[src/rtl/redmule_tile_ctrl_pkg.sv]
// Shared types and constants for the RedMulE tile bring-up/power sequencer.
// Optional wake watchdog is enabled by defining REDMULE_TILE_CTRL_WDOG_EN.
package redmule_tile_ctrl_pkg;

    localparam int unsigned N_EVT_DEF = 8;

    typedef enum logic [2:0] {
        ST_IDLE   = 3'd0,
        ST_ENABLE = 3'd1,
        ST_BOOT   = 3'd2,
        ST_RUN    = 3'd3,
        ST_SLEEP  = 3'd4,
        ST_WAKE   = 3'd5,
        ST_DRAIN  = 3'd6
    } state_e;

    typedef enum logic [1:0] {
        FL_IDLE = 2'd0,
        FL_WAIT = 2'd1,
        FL_ACK  = 2'd2
    } flush_state_e;

    localparam state_e       ST_RESET = ST_IDLE;
    localparam flush_state_e FL_RESET = FL_IDLE;
    localparam logic         RST_OUT  = 1'b0;

    // Width able to hold (max(a,b) - 1), never narrower than one bit.
    function automatic int unsigned cnt_width(input int unsigned a, input int unsigned b);
        int unsigned m;
        m = (a > b) ? a : b;
        return (m < 2) ? 1 : $clog2(m);
    endfunction

endpackage

[src/rtl/redmule_tile_ctrl_if.sv]
// Control/status bundle between the cluster registers, the tile pins and the sequencer.
interface redmule_tile_ctrl_if
    import redmule_tile_ctrl_pkg::*;
#(
    parameter int unsigned N_EVT = N_EVT_DEF
);
    logic             start_i;
    logic             stop_i;
    logic [N_EVT-1:0] evt_i;
    logic [N_EVT-1:0] evt_mask_i;
    logic             core_sleep_i;
    logic             wu_wfe_o;
    logic             tile_enable_o;
    logic             fetch_enable_o;
    logic             fencei_flush_req_i;
    logic             fencei_flush_ack_o;
    logic [N_EVT-1:0] evt_pending_o;
    logic [2:0]       state_o;
    logic             busy_o;
    logic             done_o;
    logic             err_o;

    modport slave (
        input  start_i, stop_i, evt_i, evt_mask_i, core_sleep_i, fencei_flush_req_i,
        output wu_wfe_o, tile_enable_o, fetch_enable_o, fencei_flush_ack_o,
               evt_pending_o, state_o, busy_o, done_o, err_o
    );

    modport master (
        output start_i, stop_i, evt_i, evt_mask_i, core_sleep_i, fencei_flush_req_i,
        input  wu_wfe_o, tile_enable_o, fetch_enable_o, fencei_flush_ack_o,
               evt_pending_o, state_o, busy_o, done_o, err_o
    );

endinterface

[src/rtl/redmule_tile_ctrl_flush.sv]
// fence.i flush req/ack responder: ack rises FLUSH_LAT cycles after req rises,
// drops the cycle after req falls; held in reset while the sequencer is idle.
module redmule_tile_ctrl_flush
    import redmule_tile_ctrl_pkg::*;
#(
    parameter int unsigned FLUSH_LAT = 2
) (
    input  logic clk_i,
    input  logic rst_i,
    input  logic i_active,
    input  logic i_req,
    output logic o_ack
);

    localparam int unsigned    LAT_W    = (FLUSH_LAT > 2) ? $clog2(FLUSH_LAT - 1) : 1;
    localparam logic [LAT_W-1:0] LAT_LOAD = (FLUSH_LAT >= 2) ? LAT_W'(FLUSH_LAT - 2) : '0;

    flush_state_e     r_state;
    flush_state_e     w_state_nxt;
    logic [LAT_W-1:0] r_cnt;
    logic [LAT_W-1:0] w_cnt_nxt;
    logic             r_req_q;
    logic             w_req_rise;

    assign w_req_rise = i_req & ~r_req_q;

    always_ff @(posedge clk_i or posedge rst_i) begin
        if (rst_i) begin
            r_state <= FL_RESET;
            r_cnt   <= '0;
            r_req_q <= 1'b0;
        end else begin
            r_state <= w_state_nxt;
            r_cnt   <= w_cnt_nxt;
            r_req_q <= i_req;
        end
    end

    // The rise cycle itself counts as the first latency cycle.
    always_comb begin
        w_state_nxt = r_state;
        w_cnt_nxt   = r_cnt;
        case (r_state)
            FL_IDLE: begin
                if (w_req_rise) begin
                    if (FLUSH_LAT == 1) begin
                        w_state_nxt = FL_ACK;
                    end else begin
                        w_state_nxt = FL_WAIT;
                        w_cnt_nxt   = LAT_LOAD;
                    end
                end
            end
            FL_WAIT: begin
                if (r_cnt == '0) begin
                    w_state_nxt = FL_ACK;
                end else begin
                    w_cnt_nxt = r_cnt - LAT_W'(1);
                end
            end
            FL_ACK: begin
                if (!i_req) begin
                    w_state_nxt = FL_IDLE;
                end
            end
            default: w_state_nxt = FL_IDLE;
        endcase
        if (!i_active) begin
            w_state_nxt = FL_IDLE;
        end
    end

    assign o_ack = (r_state == FL_ACK) & i_active;

endmodule

[src/rtl/redmule_tile_ctrl.sv]
// Bring-up, sleep/wake and shutdown sequencer for one RedMulE tile.
// Define REDMULE_TILE_CTRL_WDOG_EN to add the wake watchdog (err_o, forced drain).
module redmule_tile_ctrl
    import redmule_tile_ctrl_pkg::*;
#(
    parameter int unsigned N_EVT       = N_EVT_DEF,
    parameter int unsigned ENABLE_DLY  = 4,
    parameter int unsigned FLUSH_LAT   = 2,
    parameter int unsigned WDOG_CYCLES = 1024
) (
    input  logic                clk_i,
    input  logic                rst_i,
    redmule_tile_ctrl_if.slave  bus_if
);

    localparam int unsigned      CNT_W       = cnt_width(ENABLE_DLY, WDOG_CYCLES);
    localparam logic [CNT_W-1:0] ENABLE_LOAD = CNT_W'(ENABLE_DLY - 1);
`ifdef REDMULE_TILE_CTRL_WDOG_EN
    localparam logic [CNT_W-1:0] WDOG_LOAD   = CNT_W'(WDOG_CYCLES - 1);
`endif

    state_e           r_state;
    state_e           w_state_nxt;
    logic [CNT_W-1:0] r_cnt;
    logic [CNT_W-1:0] w_cnt_nxt;
    logic [N_EVT-1:0] r_pend;
    logic [N_EVT-1:0] w_pend_nxt;
    logic [N_EVT-1:0] w_pend_clr;
    logic             r_tile_en;
    logic             r_fetch_en;
    logic             r_wu_wfe;
    logic             r_done;
    logic             w_wake_req;
    logic             w_active;
    logic             w_flush_ack;
`ifdef REDMULE_TILE_CTRL_WDOG_EN
    logic             w_err_set;
    logic             r_err;
`endif

    assign w_wake_req = |(r_pend & bus_if.evt_mask_i);
    assign w_active   = (r_state != ST_IDLE);

    // Pin drivers are registered from the next state so they change with the state.
    always_ff @(posedge clk_i or posedge rst_i) begin
        if (rst_i) begin
            r_state    <= ST_RESET;
            r_cnt      <= '0;
            r_pend     <= '0;
            r_tile_en  <= RST_OUT;
            r_fetch_en <= RST_OUT;
            r_wu_wfe   <= RST_OUT;
            r_done     <= RST_OUT;
        end else begin
            r_state    <= w_state_nxt;
            r_cnt      <= w_cnt_nxt;
            r_pend     <= w_pend_nxt;
            r_tile_en  <= (w_state_nxt != ST_IDLE);
            r_fetch_en <= (w_state_nxt == ST_BOOT)  || (w_state_nxt == ST_RUN) ||
                          (w_state_nxt == ST_SLEEP) || (w_state_nxt == ST_WAKE);
            r_wu_wfe   <= (w_state_nxt == ST_WAKE);
            r_done     <= (r_state == ST_DRAIN) && (w_state_nxt == ST_IDLE);
        end
    end

    always_comb begin
        w_state_nxt = r_state;
        w_cnt_nxt   = (r_cnt != '0) ? (r_cnt - CNT_W'(1)) : '0;
        w_pend_clr  = '0;
`ifdef REDMULE_TILE_CTRL_WDOG_EN
        w_err_set   = 1'b0;
`endif
        case (r_state)
            ST_IDLE: begin
                if (bus_if.start_i) begin
                    w_state_nxt = ST_ENABLE;
                    w_cnt_nxt   = ENABLE_LOAD;
                end
            end
            ST_ENABLE: begin
                if (r_cnt == '0) begin
                    w_state_nxt = ST_BOOT;
                end
            end
            ST_BOOT: w_state_nxt = ST_RUN;
            ST_RUN: begin
                if (bus_if.stop_i) begin
                    w_state_nxt = ST_DRAIN;
                end else if (bus_if.core_sleep_i) begin
                    w_state_nxt = ST_SLEEP;
                end
            end
            ST_SLEEP: begin
                if (bus_if.stop_i) begin
                    w_state_nxt = ST_DRAIN;
                end else if (w_wake_req) begin
                    w_state_nxt = ST_WAKE;
`ifdef REDMULE_TILE_CTRL_WDOG_EN
                    w_cnt_nxt   = WDOG_LOAD;
`endif
                end
            end
            ST_WAKE: begin
                if (!bus_if.core_sleep_i) begin
                    w_state_nxt = ST_RUN;
                    w_pend_clr  = bus_if.evt_mask_i;
`ifdef REDMULE_TILE_CTRL_WDOG_EN
                end else if (r_cnt == '0) begin
                    w_state_nxt = ST_DRAIN;
                    w_err_set   = 1'b1;
`endif
                end
            end
            ST_DRAIN: begin
                if (bus_if.core_sleep_i) begin
                    w_state_nxt = ST_IDLE;
                end
            end
            default: w_state_nxt = ST_IDLE;
        endcase

        // A new event wins over the wake-time clear of the same bit.
        w_pend_nxt = (r_pend & ~w_pend_clr) | (w_active ? bus_if.evt_i : '0);
        if (w_state_nxt == ST_IDLE) begin
            w_pend_nxt = '0;
        end
    end

`ifdef REDMULE_TILE_CTRL_WDOG_EN
    always_ff @(posedge clk_i or posedge rst_i) begin
        if (rst_i) begin
            r_err <= RST_OUT;
        end else if (w_err_set) begin
            r_err <= 1'b1;
        end
    end
    assign bus_if.err_o = r_err;
`else
    assign bus_if.err_o = 1'b0;
`endif

    redmule_tile_ctrl_flush #(
        .FLUSH_LAT (FLUSH_LAT)
    ) u_flush (
        .clk_i    (clk_i),
        .rst_i    (rst_i),
        .i_active (w_active),
        .i_req    (bus_if.fencei_flush_req_i),
        .o_ack    (w_flush_ack)
    );

    assign bus_if.wu_wfe_o           = r_wu_wfe;
    assign bus_if.tile_enable_o      = r_tile_en;
    assign bus_if.fetch_enable_o     = r_fetch_en;
    assign bus_if.fencei_flush_ack_o = w_flush_ack;
    assign bus_if.evt_pending_o      = r_pend;
    assign bus_if.state_o            = r_state;
    assign bus_if.busy_o             = w_active;
    assign bus_if.done_o             = r_done;

endmodule

[src/flat_wrapper.sv]
// flat-port wrapper written by rule: the top's interface ports become plain ports
module redmule_tile_ctrl_flat import redmule_tile_ctrl_pkg::*;
#(
    parameter int unsigned N_EVT       = N_EVT_DEF,
    parameter int unsigned ENABLE_DLY  = 4,
    parameter int unsigned FLUSH_LAT   = 2,
    parameter int unsigned WDOG_CYCLES = 1024
)
  (clk_i, rst_i, bus_if_start_i, bus_if_stop_i, bus_if_evt_i, bus_if_evt_mask_i, bus_if_core_sleep_i, bus_if_fencei_flush_req_i, bus_if_wu_wfe_o, bus_if_tile_enable_o, bus_if_fetch_enable_o, bus_if_fencei_flush_ack_o, bus_if_evt_pending_o, bus_if_state_o, bus_if_busy_o, bus_if_done_o, bus_if_err_o);
  redmule_tile_ctrl_if #(.N_EVT(N_EVT)) bus_if_i ();
  input  logic clk_i;
  input  logic rst_i;
  input wire logic [$bits(bus_if_i.start_i)-1:0] bus_if_start_i;
  input wire logic [$bits(bus_if_i.stop_i)-1:0] bus_if_stop_i;
  input wire logic [$bits(bus_if_i.evt_i)-1:0] bus_if_evt_i;
  input wire logic [$bits(bus_if_i.evt_mask_i)-1:0] bus_if_evt_mask_i;
  input wire logic [$bits(bus_if_i.core_sleep_i)-1:0] bus_if_core_sleep_i;
  input wire logic [$bits(bus_if_i.fencei_flush_req_i)-1:0] bus_if_fencei_flush_req_i;
  output wire logic [$bits(bus_if_i.wu_wfe_o)-1:0] bus_if_wu_wfe_o;
  output wire logic [$bits(bus_if_i.tile_enable_o)-1:0] bus_if_tile_enable_o;
  output wire logic [$bits(bus_if_i.fetch_enable_o)-1:0] bus_if_fetch_enable_o;
  output wire logic [$bits(bus_if_i.fencei_flush_ack_o)-1:0] bus_if_fencei_flush_ack_o;
  output wire logic [$bits(bus_if_i.evt_pending_o)-1:0] bus_if_evt_pending_o;
  output wire logic [$bits(bus_if_i.state_o)-1:0] bus_if_state_o;
  output wire logic [$bits(bus_if_i.busy_o)-1:0] bus_if_busy_o;
  output wire logic [$bits(bus_if_i.done_o)-1:0] bus_if_done_o;
  output wire logic [$bits(bus_if_i.err_o)-1:0] bus_if_err_o;
  assign bus_if_i.start_i = bus_if_start_i;
  assign bus_if_i.stop_i = bus_if_stop_i;
  assign bus_if_i.evt_i = bus_if_evt_i;
  assign bus_if_i.evt_mask_i = bus_if_evt_mask_i;
  assign bus_if_i.core_sleep_i = bus_if_core_sleep_i;
  assign bus_if_i.fencei_flush_req_i = bus_if_fencei_flush_req_i;
  assign bus_if_wu_wfe_o = bus_if_i.wu_wfe_o;
  assign bus_if_tile_enable_o = bus_if_i.tile_enable_o;
  assign bus_if_fetch_enable_o = bus_if_i.fetch_enable_o;
  assign bus_if_fencei_flush_ack_o = bus_if_i.fencei_flush_ack_o;
  assign bus_if_evt_pending_o = bus_if_i.evt_pending_o;
  assign bus_if_state_o = bus_if_i.state_o;
  assign bus_if_busy_o = bus_if_i.busy_o;
  assign bus_if_done_o = bus_if_i.done_o;
  assign bus_if_err_o = bus_if_i.err_o;
  redmule_tile_ctrl #(.N_EVT(N_EVT), .ENABLE_DLY(ENABLE_DLY), .FLUSH_LAT(FLUSH_LAT), .WDOG_CYCLES(WDOG_CYCLES)) u_core (.clk_i(clk_i), .rst_i(rst_i), .bus_if(bus_if_i));
endmodule
[config.mk]
export PLATFORM = sky130hd
export DESIGN_NAME = redmule_tile_ctrl_flat
export DESIGN_NICKNAME = d
export VERILOG_FILES = /design/src/rtl/redmule_tile_ctrl_pkg.sv /design/src/rtl/redmule_tile_ctrl_if.sv /design/src/rtl/redmule_tile_ctrl_flush.sv /design/src/rtl/redmule_tile_ctrl.sv /design/src/flat_wrapper.sv
export SDC_FILE = /design/constraint.sdc
export NUM_CORES = 1
export LEC_CHECK = 0
export CELL_PAD_IN_SITES_DETAIL_PLACEMENT = 1
export CELL_PAD_IN_SITES_GLOBAL_PLACEMENT = 1
export CORE_UTILIZATION = 25
export DETAILED_ROUTE_END_ITERATION = 12
export GPL_TIMING_DRIVEN = 0
export PLACE_DENSITY_LB_ADDON = 0.1
export SYNTH_ARGS = -nofsm -noshare
export SYNTH_HDL_FRONTEND = slang
export SYNTH_HIERARCHICAL = 1
export SYNTH_SLANG_ARGS = --single-unit
[constraint.sdc]
create_clock -name clk_i -period 2.43 [get_ports clk_i]
set_input_delay 0.486 -clock clk_i [delete_from_list [all_inputs] [get_ports clk_i]]
set_output_delay 0.486 -clock clk_i [all_outputs]
set_load 0.005 [all_outputs]
# [Word level (Yosys, flattened, before mapping)]
# Cells that the tools add are included.
[classes] addsub=2 n_eq_ne=16 mux=24 n_bitwise=7 n_reduce_logical=15
[op_table] op="2-to-1 mux 8 bit" count=4
[op_table] op="2-to-1 mux 10 bit" count=3
[op_table] op="2-to-1 mux 3 bit" count=8
[op_table] op="case mux 3 bit (7 select lines)" count=1
[op_table] op="bitwise AND 8 bit" count=2
[op_table] op="== test 3 bit (second input constant)" count=5
[op_table] op="== test 3 x 2 -> 1 bit (second input constant)" count=4
[op_table] op="logical NOT 10 bit" count=1
[op_table] op="nonzero test 10 bit" count=1
[op_table] op="subtractor 10 x 1 -> 10 bit (second input constant)" count=1
[op_table] op="inequality test 3 bit (second input constant)" count=3
[op_table] op="2-to-1 mux 2 bit" count=4
[op_table] op="NOT 8 bit" count=1
[op_table] op="OR 8 bit" count=1
[op_table] op="OR reduction 8 bit" count=1
[op_table] op="logical NOT 3 bit" count=2
[op_table] op="case mux 2 bit (3 select lines)" count=1
[op_table] op="nonzero test 3 bit" count=2
[op_table] op="== test 3 x 1 -> 1 bit (second input constant)" count=1
[op_table] op="logical OR 1 bit" count=3
[op_table] op="AND reduction 3 bit" count=1
[op_table] op="bitwise AND 1 bit" count=2
[op_table] op="== test 2 x 1 -> 1 bit (second input constant)" count=1
[op_table] op="== test 2 bit (second input constant)" count=1
[op_table] op="other kinds (9)" count=10
[word_totals] regBits=29 input_bits=22 output_inout_bits=18 wordCells=74

# [Depth between registers and ports, before layout]
# Gate-level depths: netlist of the first run.
[logic_depth] depth_word=9 mapped_depth=7 ltp_nobuf=6

# [Cells and area by module]
# Netlist of the first run, hierarchy kept.
[by_module_without_submodules] mod="redmule_tile_ctrl" n_inst=1 cells_each=134 area_each_um2=1325.0 seq_area_each_um2=625.6
[by_module_without_submodules] mod="redmule_tile_ctrl_flush" n_inst=1 cells_each=10 area_each_um2=142.6 seq_area_each_um2=75.1

# [Least setup slack after synthesis of the first run]
# No wires, ideal clock.
[synth_path] kind="register to register" start="reg u_core.r_cnt[3]" end="reg u_core.r_cnt[2]" setup_ps=129 t_arrival_ps=1664 required_ps=2301 path_slack_ps=638 stages_incl_launch_ff=6 path_buffers=1 synth_period_minus_slack_ps=1792 cell_sequence="dfrtp_1 -> or4_4 -> nor4_4 -> nand2b_1 -> buf_6 -> a21oi_2"
[synth_via] elab_chain_cells=4
[synth_lines] item="start, declared" line="redmule_tile_ctrl.sv:24" rtl="logic [CNT_W-1:0] r_cnt;"
[synth_lines] item="start signal, assigned" line="redmule_tile_ctrl.sv:56" rtl="r_cnt <= w_cnt_nxt;"
[synth_lines] item="nonzero test 10 bit *" line="redmule_tile_ctrl.sv:68" rtl="w_cnt_nxt = (r_cnt != '0) ? (r_cnt - CNT_W'(1)) : '0;"
[synth_lines] item="2-to-1 mux 10 bit *" line="redmule_tile_ctrl.sv:68"
[synth_lines] item="2-to-1 mux 10 bit" line="redmule_tile_ctrl.sv:75" rtl="if (bus_if.start_i) begin"
[synth_lines] item="2-to-1 mux 10 bit *" line="redmule_tile_ctrl.sv:73" rtl="case (r_state)"
[synth_lines] item="via u_core.w_cnt_nxt[2]" line="redmule_tile_ctrl.sv:25" rtl="logic [CNT_W-1:0] w_cnt_nxt;"
# The timed path passes the listed nets; every way through them passes the cells marked *.
# A chain may end at the register's enable or synchronous reset.

# [Worst setup path in the final report of the first run]
[layout_path] start="reg u_core.r_state[1], in the netlist u_core/bus_if.state_o[1]" end="out bus_if_fencei_flush_ack_o"
[layout_via] elab_chain_cells=2
[layout_lines] item="start, declared" line="redmule_tile_ctrl.sv:22" rtl="state_e r_state;"
[layout_lines] item="start signal, assigned" line="redmule_tile_ctrl.sv:55" rtl="r_state <= w_state_nxt;"
[layout_lines] item="nonzero test 3 bit" line="redmule_tile_ctrl.sv:42" rtl="assign w_active = (r_state != ST_IDLE);"
[layout_lines] item="bitwise AND 1 bit" line="redmule_tile_ctrl_flush.sv:73" rtl="assign o_ack = (r_state == FL_ACK) & i_active;"
[layout_lines] item="end, declared" line="flat_wrapper.sv:22" rtl="output wire logic [$bits(bus_if_i.fencei_flush_ack_o)-1:0] bus_if_fencei_flush_ack_o;"
# No other way between the ends.

==> implementation parameters, run 1 <==
Parameter                              Value

Worst setup path
  WP data required    a little under 2000 ps
  Master of the slowest instance on the critical path    sky130_fd_sc_hd__dfrtp_2
  Kind of capture point of the worst setup path    output port
  Worst Setup Start Kind    flip-flop
  Family with the most delay on the worst path    buffers and inverters
  Worst setup path class    flip-flop to output port
  Longest individual stage delay on the worst path    480 ps
  Critical-path cell list    nor3_4 -> inv_2 -> and3b_2 -> clkdlybuf4s50_1
  Arrival time reported for the critical path endpoint    around 1800 ps
  Maximum fanout along the worst path    13
  Buffers & Inverters on Critical Path    2

Timing
  Max-slew violation count    0
  Final total negative setup slack    0 ps
  Final count of negative-setup-slack endpoints    0
  Worst relative slew slack    0.313
  Worst clock skew on the final layout    approximately 3.9 ps
  Fin crit share    0.950
  Pin slew with the least headroom to its limit    between 1000 and 1500 ps
  Shortest clock period the worst path allows after layout    roughly 2300 ps
  Post-route worst hold slack    just under 400 ps
  Top achievable clock speed    433 MHz
  Hold violation count in the final report    0

Cells and area
  Sequential standard cell area    around 700 um^2
  P&R area growth vs syn    37.8%
  Cell Count, Final, Fillers Out    between 200 and 300
  Antenna Diode Count    0
  Multi-input logic area    ~720 um^2
  Layout net count    210
  Filler Cells Inserted    between 600 and 700
  Fraction of layout cells with a size suffix above 1    0.156

Placed design
  Port buffer count    38
  Global placement routability congestion    between 0.7 and 0.8
  Post-DP HPWL    2870 um
  Cell Count Post-Placement    between 200 and 300

Yosys
  Sequential fraction of the synthesis area    0.477
  Area contributors post-synth    sky130_fd_sc_hd__dfrtp_1 48%, sky130_fd_sc_hd__a22oi_1 6.1%, sky130_fd_sc_hd__nand2_1 3.8%, sky130_fd_sc_hd__nor2_1 3.6%, sky130_fd_sc_hd__nor2_2 3.0%
  Asr flop ratio synth    1.00
  Cell count after synthesis    144
  Distinct cells, synth    48
  Post-synthesis sequential element count    28
  EDFF count, synth    0
  Yosys warning count    6
  Cell area after synthesis    roughly 0.0015 mm^2
  Proportion of netlist area held by the largest area contributor    0.477
  Leading area contributor after synthesis    sky130_fd_sc_hd__dfrtp_1
  Net count of the mapped netlist    between 150 and 200
  Mean area per synthesized cell    between 10 and 15 um^2
  Most instantiated flip-flop cell in the synthesis netlist    sky130_fd_sc_hd__dfrtp_1

GRT
  Pin count of the biggest net entering global routing    26
  Routing usage on met2    0.245
  Met3 usage    0.0267
  Global-route wire length before repair    6610 um
  Total global-route track usage    0.136
  GRT met1 Usage    0.163
  Via count of the first global-routing pass    roughly 1400
  Layer with the highest usage after global routing    met2
  Antenna violations before repair    0
  Grt total ovfl    0

Clock tree
  Clock insertion delay at the later pin of the skew report    approximately 280 ps
  Number of H-tree branching levels    1
  Post-CTS Setup Bufs    0
  CTS tree    built
  Quantity of hold-fixing buffers added after cts    0
  TritonCTS Sinks    28
  Number of buffers created by CTS    3
  Buffer depth of the longest clock path    2
  Clock transition at the register clock pins on the worst setup and hold paths after CTS    roughly 100 ps
  Buffer cell driving the clock tree root    sky130_fd_sc_hd__clkbuf_8

Power
  Cell area power density    about 450 mW/mm^2
  Internal power    approximately 0.74 mW
  Worst IR Drop VDD    roughly 0.00022 V
  Combinational cell fraction of total power    0.081
  Switch Pwr    approximately 0.18 mW
  Proportion of power drawn by flip-flops and latches    0.517
  Leakage power figure    0.786 nW
  Relative contribution of the clock network to total power    0.402
  Net Sw Frac    0.198

Floorplanning
  Y dimension of the die    between 70 and 80 um
  Die outline area    roughly 0.0062 mm^2
  Initial Util    0.263
  Count of standard-cell rows    27
  Ports    40
  Core box area    approximately 0.0056 mm^2
  Die width    approximately 80 um

Drt
  Remaining antenna violation count after routing    0
  Detailed-route wire length    approximately 3800 um
  Average detailed-routed wire length per instance    between 10 and 15 um
  DRT Pass-1 Iters    4
  Detailed-route vias per instance    between 4 and 5
  First DRT Iteration DRCs    45
  Post-route DRC violation count    0
  Total via count after detailed routing    ~1200

Worst hold path
  Type of the tightest min-delay check    input pin to async pin

Run
  Max-cap check violation count    0

Outcome
  Result of the run    finished, final reports clean
-- synthesized netlist by cell type, types with 2 or more instances --
master                     count
sky130_fd_sc_hd__dfrtp_1      28
sky130_fd_sc_hd__nand2_1      15
sky130_fd_sc_hd__nor2_1       14
sky130_fd_sc_hd__a22oi_1      12
sky130_fd_sc_hd__nor2_2        7
sky130_fd_sc_hd__inv_1         4
sky130_fd_sc_hd__nand2b_1      4
sky130_fd_sc_hd__xnor2_1       4
sky130_fd_sc_hd__a21oi_1       3
sky130_fd_sc_hd__nor3_1        3
sky130_fd_sc_hd__o21ai_1       3
sky130_fd_sc_hd__xor2_1        3
sky130_fd_sc_hd__a211oi_1      2
sky130_fd_sc_hd__a21boi_1      2
sky130_fd_sc_hd__buf_2         2
sky130_fd_sc_hd__clkbuf_1      2
sky130_fd_sc_hd__inv_2         2
sky130_fd_sc_hd__nor2b_1       2
sky130_fd_sc_hd__nor4_1        2
sky130_fd_sc_hd__o21ai_0       2
-- registers in the layout, summed over array words and instances, names as in the netlist --
| name | count |
|---|---|
| u_core/u_flush/r_req_q | 1 |
| u_core/bus_if.tile_enable_o | 1 |
| u_core/bus_if.state_o | 3 |
| u_core/u_flush/r_state | 2 |
| u_core/bus_if.wu_wfe_o | 1 |
| u_core/r_cnt | 10 |
| u_core/bus_if.fetch_enable_o | 1 |
| u_core/bus_if.done_o | 1 |
| u_core/bus_if.evt_pending_o | 8 |
-- routing by layer --
metal / part of all wire / up-vias
li1: - / 583
met1: 0.43 / 624
met2: 0.54 / 20
met3: 0.030 / 4
met4: 0.0077 / 0
met5: 0 / -
-- power groups by stage --
stage / clock [mW] / sequential, mW / combinational [mW]
2_1_floorplan: 0 / 0.483 / 0.0254
3_3_place_gp: 0 / 0.484 / 0.0740
3_5_place_dp: 0 / 0.485 / 0.0760
4_1_cts: 0.390 / 0.476 / 0.0762
5_1_grt: 0.412 / 0.477 / 0.0816
6_report: 0.369 / 0.475 / 0.0744
-- layout make-up --
| class | count | share of cell area |
|---|---|---|
| multi-input cells | 104 | 0.356 |
| clock inverters | 1 | 0.0149 |
| flip-flops and latches | 28 | 0.347 |
| plain buffers | 6 | 0.0179 |
| repair buffers | 38 | 0.188 |
| well taps | 72 | 0.0446 |
| inverters | 6 | 0.0111 |
| clock buffers | 3 | 0.0204 |
-- cells by family after synthesis --
group | count (synthesis) | synth area share
mux | 1 | 0.00682
fa+ha+maj | 1 | 0.00852
buf+inv | 12 | 0.0401
other cells | 1 | 0.00256
compound gates | 30 | 0.154
flops | 28 | 0.477
simple gates | 64 | 0.269
xor+xnor | 7 | 0.0418
-- path summary, 6_finish.rpt --
check	startpoint	endpoint	slack [ps]	cells after the start
max in group asynchronous	rst_i	u_core/bus_if.state_o[1]$_DFF_PP0_	960	2
min in group clk_i	u_core/u_flush/r_req_q$_DFF_PP0_	u_core/u_flush/r_state[0]$_DFFE_PP0P_	460	1
worst min-delay path	rst_i	u_core/u_flush/r_req_q$_DFF_PP0_	390	2
worst min register to register	u_core/u_flush/r_req_q$_DFF_PP0_	u_core/u_flush/r_state[0]$_DFFE_PP0P_	460	1
worst max register to register	u_core/r_cnt[3]$_DFF_PP0_	u_core/r_cnt[2]$_DFF_PP0_	410	5
worst max-delay path	u_core/bus_if.state_o[1]$_DFF_PP0_	bus_if_fencei_flush_ack_o	120	4
-- cell usage in the layout (no fill, tap or decap), types with 2 or more instances in the layout --
cell	synthesis	routed
sky130_fd_sc_hd__nand2_1	15	15
sky130_fd_sc_hd__inv_2	2	2
sky130_fd_sc_hd__a22oi_1	12	12
sky130_fd_sc_hd__nor3_1	3	2
sky130_fd_sc_hd__nand2b_1	4	4
sky130_fd_sc_hd__nor2_2	7	7
sky130_fd_sc_hd__clkbuf_8	0	3
sky130_fd_sc_hd__buf_2	2	2
sky130_fd_sc_hd__a21boi_1	2	2
sky130_fd_sc_hd__xnor2_1	4	4
sky130_fd_sc_hd__inv_1	4	4
sky130_fd_sc_hd__nor2b_1	2	2
sky130_fd_sc_hd__clkbuf_1	2	2
sky130_fd_sc_hd__xor2_1	3	3
sky130_fd_sc_hd__a21oi_1	3	3
sky130_fd_sc_hd__nor2_1	14	14
sky130_fd_sc_hd__clkdlybuf4s50_1	0	38
sky130_fd_sc_hd__dfrtp_1	28	27
sky130_fd_sc_hd__o21ai_0	2	2
sky130_fd_sc_hd__a211oi_1	2	2
sky130_fd_sc_hd__o21ai_1	3	3
sky130_fd_sc_hd__nor4_1	2	2
-- repair_timing --
| item | in CTS | in global routing |
|---|---|---|
| resized for setup | 2 | 1 |
| endpoints found under the setup margin | 2 | 1 |
| hold endpoints to repair | 0 | 0 |
-- through the flow --
| step | util | cell area, um^2 | power (mW) | worst slack (ps) |
|---|---|---|---|---|
| 5_1_grt | 0.363 | 2020 | 0.971 | -3.62 |
| 3_3_place_gp | 0.348 | 1940 | 0.558 | 154 |
| 2_1_floorplan | - | 1470 | 0.509 | 638 |
| 4_1_cts | 0.363 | 2020 | 0.941 | 29.9 |
| 6_report | 0.363 | 2020 | 0.919 | 120 |
| 3_5_place_dp | 0.348 | 1940 | 0.561 | 87.4 |
No activity file was read; power rests on OpenSTA's default activity.
==> run 2, diff against run 1 <==
--- a/config.mk
+++ b/config.mk
@@ -7,7 +7,7 @@
 export LEC_CHECK = 0
 export CELL_PAD_IN_SITES_DETAIL_PLACEMENT = 1
 export CELL_PAD_IN_SITES_GLOBAL_PLACEMENT = 1
-export CORE_UTILIZATION = 25
+export CORE_UTILIZATION = 36
 export DETAILED_ROUTE_END_ITERATION = 12
 export GPL_TIMING_DRIVEN = 0
 export PLACE_DENSITY_LB_ADDON = 0.1
==> constraint.sdc (replaced) <==
create_clock -name clk_i -period 2.43 [get_ports clk_i]
set_input_delay 0.486 -clock clk_i [delete_from_list [all_inputs] [get_ports clk_i]]
set_output_delay 0.486 -clock clk_i [all_outputs]
set_load 0.02 [all_outputs]
==> implementation parameters, run 2 (synthesis results as in run 1) <==
Parameter                              Value

Outcome
  Result of the run    finished, final reports clean

GRT
  Global-route wire length before repair    6400 um (-3.2%)
  Antenna violations before repair    0 (unchanged)
  Met3 usage    0.0155 (-0.0112)
  GRT met1 Usage    0.230 (+0.0667)
  Total global-route track usage    0.191 (+0.0551)
  Layer with the highest usage after global routing    met2
  Routing usage on met2    0.361 (+0.116)
  Grt total ovfl    0 (unchanged)
  Pin count of the biggest net entering global routing    26 (unchanged)
  Via count of the first global-routing pass    1357 (-2.0%)

Timing
  Final total negative setup slack    0 ps (unchanged)
  Pin slew with the least headroom to its limit    974 ps (-56.3 ps)
  Shortest clock period the worst path allows after layout    2220 ps (-88.2 ps)
  Fin crit share    0.914 (-0.0363)
  Worst relative slew slack    0.350 (+0.0375)
  Hold violation count in the final report    0 (unchanged)
  Max-slew violation count    0 (unchanged)
  Top achievable clock speed    450 MHz (+4.0%)
  Setup repair after global routing missed its margin    no
  Final count of negative-setup-slack endpoints    0 (unchanged)
  Worst clock skew on the final layout    1.43 ps (-2.50 ps)

Worst setup path
  Levels on crit path    3 (-1)
  Family with the most delay on the worst path    buffers and inverters
  Arrival time reported for the critical path endpoint    1740 ps (-80 ps)
  Longest individual stage delay on the worst path    570 ps (+90 ps)
  Critical register-to-register path endpoint    u_core/r_cnt[2]$_DFF_PP0_
  Worst R2R Setup Slack    420 ps (about the same)
  Buffers & Inverters on Critical Path    2 (unchanged)
  Master of the slowest instance on the critical path    sky130_fd_sc_hd__clkdlybuf4s50_1
  Maximum fanout along the worst path    13 (unchanged)
  Length in cells of the worst reg-to-reg path    5 (unchanged)
  WP data required    1940 ps (about the same)
  Worst Setup Start Kind    flip-flop
  Worst setup path class    flip-flop to output port
  Critical-path cell list    nor3_4 -> inv_2 -> clkdlybuf4s50_1
  Kind of capture point of the worst setup path    output port
  Crit Reg-Reg Startpoint    u_core/r_cnt[3]$_DFF_PP0_

Cells and area
  Post-route cell area    0.00196 mm^2 (-3.0%)
  Number of flip-flops in the largest register    10 (unchanged)
  P&R area growth vs syn    33.6%
  Fraction of layout cells with a size suffix above 1    0.151 (-0.00456)
  Top library cells by usage in the layout, fill and taps aside    37 x sky130_fd_sc_hd__clkdlybuf4s50_1, 27 x sky130_fd_sc_hd__dfrtp_1, 15 x sky130_fd_sc_hd__nand2_1, 14 x sky130_fd_sc_hd__nor2_1, 12 x sky130_fd_sc_hd__a22oi_1
  Utilization after layout    0.520 (+0.157)
  Register bank with the most flops    u_core/r_cnt
  Most common library cell in the layout ignoring fill and taps    sky130_fd_sc_hd__clkdlybuf4s50_1
  Layout net count    210 (unchanged)
  Antenna Diode Count    0 (unchanged)

Floorplanning
  Ports    40 (unchanged)
  Initial Util    0.389 (+0.126)
  Die outline area    0.00434 mm^2 (-30%)
  Y dimension of the die    65.9 um (-16%)
  Die width    65.9 um (-16%)
  Core box area    0.00377 mm^2 (-32%)
  Count of standard-cell rows    22 (-19%)

Drt
  DRT Pass-1 Iters    4 (unchanged)
  Remaining antenna violation count after routing    0 (unchanged)
  Average detailed-routed wire length per instance    15.8 um (+7.8%)
  Post-route DRC violation count    0 (unchanged)
  Detailed-route vias per instance    5.23 (+9.6%)
  First DRT Iteration DRCs    29 (-36%)
  Total via count after detailed routing    1218 (-1.1%)
  Detailed-route wire length    3680 um (-2.7%)

Power
  Net Sw Frac    0.214 (+0.0158)
  Worst IR Drop VDD    0.000176 V (-20%)
  Proportion of power drawn by flip-flops and latches    0.597 (+0.080)
  Internal power    0.626 mW (-15%)
  Switch Pwr    0.170 mW (-6.5%)
  Leakage power figure    0.775 nW (-1.3%)
  Combinational cell fraction of total power    0.095 (+0.014)
  Cell area power density    406 mW/mm^2 (-11%)
  Relative contribution of the clock network to total power    0.307 (-0.095)

Placed design
  Total placed instance area    0.00191 mm^2 (-1.5%)
  Post-DP HPWL    2780 um (-3.0%)
  Global placement routability congestion    0.772 (+0.98%)
  Port buffer count    38 (unchanged)

Clock tree
  Number of buffers created by CTS    3 (unchanged)
  CTS tree    built
  TritonCTS Sinks    28 (unchanged)
  Buffer depth of the longest clock path    2 (unchanged)
  Clock insertion delay at the later pin of the skew report    260 ps (-20 ps)
  Clock transition at the register clock pins on the worst setup and hold paths after CTS    90 ps (about the same)
  Number of H-tree branching levels    1 (unchanged)
  Buffer cell driving the clock tree root    sky130_fd_sc_hd__clkbuf_8
  Post-CTS Setup Bufs    0 (unchanged)

Run
  Max-cap check violation count    0 (unchanged)

Worst hold path
  Type of the tightest min-delay check    input pin to async pin
run 2: changes by cell type in the layout (fill, tap and decap cells not counted):
cell,delta
sky130_fd_sc_hd__clkdlybuf4s50_1,-1
sky130_fd_sc_hd__bufinv_16,-1
sky130_fd_sc_hd__dlygate4sd2_1,+1
run 2: layout make-up:
cell class	instances	area, um^2
tap	48	60.1
fill	417	1810
inverter	6	22.5
sequential	28	702
multi-input combinational	104	719
buffer	6	36.3
timing repair buffer	38	379
clock buffer	3	41.3
run 2: metal layers:
layer	routed length, um	up-vias
li1	-	586
met1	1570	614
met2	2020	16
met3	64	2
met4	17	0
met5	0	-
run 2: worst max path at each step:
stage	start	endpoint	slack (ps)
floorplan	u_core/r_cnt[3]$_DFF_PP0_	u_core/r_cnt[2]$_DFF_PP0_	640
global placement	u_core/bus_if.state_o[1]$_DFF_PP0_	bus_if_fencei_flush_ack_o	120
detailed placement	u_core/bus_if.state_o[1]$_DFF_PP0_	bus_if_fencei_flush_ack_o	20
CTS	u_core/bus_if.state_o[1]$_DFF_PP0_	bus_if_busy_o	180
global route	u_core/bus_if.state_o[1]$_DFF_PP0_	bus_if_busy_o	110
finish	u_core/bus_if.state_o[1]$_DFF_PP0_	bus_if_busy_o	210
run 2: metrics by stage:
step                total power [mW]  cells  worst slack (ps)  hold slack, ps
detailed placement             0.564    230              19.4             472
finish                         0.795    233               209             404
CTS                            0.809    233               176             406
global placement               0.560    230               125             446
global route                   0.835    233               111             405
floorplan                      0.512    144               638             240
run 2: power groups by stage:
stage	combinational, mW	clock [mW]	sequential [mW]
final	0.0760	0.244	0.475
after global routing	0.0829	0.276	0.476
after CTS	0.0778	0.255	0.476
after detailed placement	0.0792	0	0.485
after global placement	0.0759	0	0.484
after floorplan	0.0292	0	0.483
run 2: timing repair:
item	CTS	global route
setup endpoints to repair	2	0
hold buffers	0	0
resized for setup	4	0
==> run 3, diff against run 2 <==
--- a/config.mk
+++ b/config.mk
@@ -7,6 +7,7 @@
 export LEC_CHECK = 0
 export CELL_PAD_IN_SITES_DETAIL_PLACEMENT = 1
 export CELL_PAD_IN_SITES_GLOBAL_PLACEMENT = 1
+export CORE_MARGIN = 2
 export CORE_UTILIZATION = 36
 export DETAILED_ROUTE_END_ITERATION = 12
 export GPL_TIMING_DRIVEN = 0
==> implementation parameters, run 3 (synthesis results as in run 1) <==
Parameter                              Value

Outcome
  Result of the run    finished, final reports clean

GRT
  Routing usage on met2    0.328 (-0.0325)
  Layer with the highest usage after global routing    met2
  Antenna violations before repair    0 (unchanged)
  GRT met1 Usage    0.213 (-0.0167)
  Grt total ovfl    0 (unchanged)
  Met3 usage    0.0444 (+0.0289)
  Via count of the first global-routing pass    1315 (-3.1%)
  Total global-route track usage    0.179 (-0.0128)
  Global-route wire length before repair    6130 um (-4.1%)
  Pin count of the biggest net entering global routing    26 (unchanged)

Power
  Cell area power density    465 mW/mm^2 (+15%)
  Post-route total power    0.926 mW (+16%)
  Worst IR Drop VDD    0.000363 V (+110%)
  Leakage power figure    0.789 nW (+1.8%)

Timing
  Post-route worst hold slack    389 ps (-15.7 ps)
  Worst relative slew slack    0.335 (-0.0148)
  Hold violation count in the final report    0 (unchanged)
  Final worst-path setup slack    209 ps (-0.0260 ps)
  Top achievable clock speed    450 MHz (about the same)
  Setup repair after global routing missed its margin    no
  Max-slew violation count    0 (unchanged)
  Final count of negative-setup-slack endpoints    0 (unchanged)
  Worst clock skew on the final layout    8.28 ps (+6.86 ps)
  Pin slew with the least headroom to its limit    996 ps (+22.2 ps)
  Shortest clock period the worst path allows after layout    2220 ps (+0.0260 ps)
  Final total negative setup slack    0 ps (unchanged)
  Fin crit share    0.914 (about the same)

Floorplanning
  Y dimension of the die    67.9 um (+3.0%)
  Count of standard-cell rows    23 (+4.5%)
  Initial Util    0.370 (-0.0196)
  Ports    40 (unchanged)
  Die width    67.9 um (+3.0%)
  Die outline area    0.00460 mm^2 (+6.2%)
  Core box area    0.00397 mm^2 (+5.3%)

Placed design
  Post-DP HPWL    2720 um (-2.2%)
  Global placement routability congestion    0.753 (-2.4%)
  Port buffer count    38 (unchanged)
  Setup Slack @ Placement    70.2 ps (+50.7 ps)

Cells and area
  Fraction of layout cells with a size suffix above 1    0.156 (+0.00456)
  P&R area growth vs syn    35.8%
  Register bank with the most flops    u_core/r_cnt
  Layout net count    210 (unchanged)
  Antenna Diode Count    0 (unchanged)
  Most common library cell in the layout ignoring fill and taps    sky130_fd_sc_hd__clkdlybuf4s50_1
  Number of flip-flops in the largest register    10 (unchanged)
  Top library cells by usage in the layout, fill and taps aside    37 x sky130_fd_sc_hd__clkdlybuf4s50_1, 27 x sky130_fd_sc_hd__dfrtp_1, 15 x sky130_fd_sc_hd__nand2_1, 14 x sky130_fd_sc_hd__nor2_1, 12 x sky130_fd_sc_hd__a22oi_1

Worst setup path
  Critical path origin    u_core/bus_if.state_o[1]$_DFF_PP0_
  Buffers & Inverters on Critical Path    2 (unchanged)
  Longest individual stage delay on the worst path    570 ps (about the same)
  WP data required    1940 ps (about the same)
  Critical register-to-register path endpoint    u_core/r_cnt[4]$_DFF_PP0_
  Worst setup path class    flip-flop to output port
  Crit Reg-Reg Startpoint    u_core/r_cnt[3]$_DFF_PP0_
  Maximum fanout along the worst path    13 (unchanged)
  Kind of capture point of the worst setup path    output port
  Length in cells of the worst reg-to-reg path    5 (unchanged)
  Master of the slowest instance on the critical path    sky130_fd_sc_hd__clkdlybuf4s50_1
  Family with the most delay on the worst path    buffers and inverters
  Worst Setup Start Kind    flip-flop
  Arrival time reported for the critical path endpoint    1740 ps (about the same)
  Critical-path cell list    nor3_4 -> inv_2 -> clkdlybuf4s50_1
  Worst R2R Setup Slack    430 ps (about the same)

Clock tree
  TritonCTS Sinks    28 (unchanged)
  CTS tree    built
  Clock insertion delay at the later pin of the skew report    280 ps (+20 ps)
  Number of buffers created by CTS    3 (unchanged)
  Buffer cell driving the clock tree root    sky130_fd_sc_hd__clkbuf_8
  Buffer depth of the longest clock path    2 (unchanged)
  Number of H-tree branching levels    1 (unchanged)
  Clock transition at the register clock pins on the worst setup and hold paths after CTS    110 ps (+20 ps)
  Quantity of hold-fixing buffers added after cts    0 (unchanged)

Drt
  Remaining antenna violation count after routing    0 (unchanged)
  First DRT Iteration DRCs    63 (+120%)
  DRT Pass-1 Iters    4 (unchanged)
  Detailed-route wire length    3670 um (-0.27%)
  Detailed-route vias per instance    5.17 (-1.0%)
  Post-route DRC violation count    0 (unchanged)
  Average detailed-routed wire length per instance    15.5 um (-1.5%)
  Total via count after detailed routing    1221 (+0.25%)

Run
  Max-cap check violation count    0 (unchanged)

Worst hold path
  Type of the tightest min-delay check    input pin to async pin
run 3: changes by cell type in the layout (fill, tap and decap cells not counted):
cell	delta
sky130_fd_sc_hd__bufinv_16	+1
run 3: layout make-up:
type	count	area (um^2)
buffer	6	36.3
clock buffer	3	41.3
clock inverter	1	30.0
fill	442	1980
inverter	6	22.5
multi-input combinational	104	719
sequential	28	702
tap	50	62.6
timing repair buffer	38	379
run 3: where the power goes:
group          internal [mW]  leakage (nW)  switching, mW
Combinational         0.0446         0.456         0.0314
Sequential             0.470         0.298        0.00509
Clock                  0.221        0.0357          0.154
Total                  0.735         0.789          0.191
run 3: stage by stage:
stage | instances | util | instance area [um^2]
after floorplan | 144 | - | 1470
after global placement | 232 | 0.481 | 1910
after detailed placement | 232 | 0.481 | 1910
after CTS | 236 | 0.502 | 1990
after global routing | 236 | 0.502 | 1990
final | 236 | 0.502 | 1990
run 3: worst register-to-register path, stage by stage (launching register included):
cell	delay [ps]
sky130_fd_sc_hd__dfrtp_1	460
sky130_fd_sc_hd__or4_4	590
sky130_fd_sc_hd__nor4_4	470
sky130_fd_sc_hd__nand2b_1	180
sky130_fd_sc_hd__buf_6	150
sky130_fd_sc_hd__nor2_2	50
run 3: how the worst max path moves through the flow:
| stage | end | slack [ps] | depth (start not counted) |
|---|---|---|---|
| after floorplan | u_core/r_cnt[2]$_DFF_PP0_ | 640 | 5 |
| after global placement | bus_if_fencei_flush_ack_o | 110 | 4 |
| after detailed placement | bus_if_fencei_flush_ack_o | 70 | 4 |
| after CTS | bus_if_busy_o | 180 | 3 |
| after global routing | bus_if_busy_o | 120 | 3 |
| final | bus_if_busy_o | 210 | 3 |
run 3: layer usage:
metal / vias up / share of wire
li1: 589 / -
met1: 605 / 0.41
met2: 25 / 0.54
met3: 2 / 0.041
met4: 0 / 0.0046
met5: - / 0
run 3: repair_timing:
action / CTS / global route
gates resized for setup: 4 / 0
setup endpoints to repair: 2 / 0
setup buffers: 0 / 0
hold endpoints to repair: 0 / 0
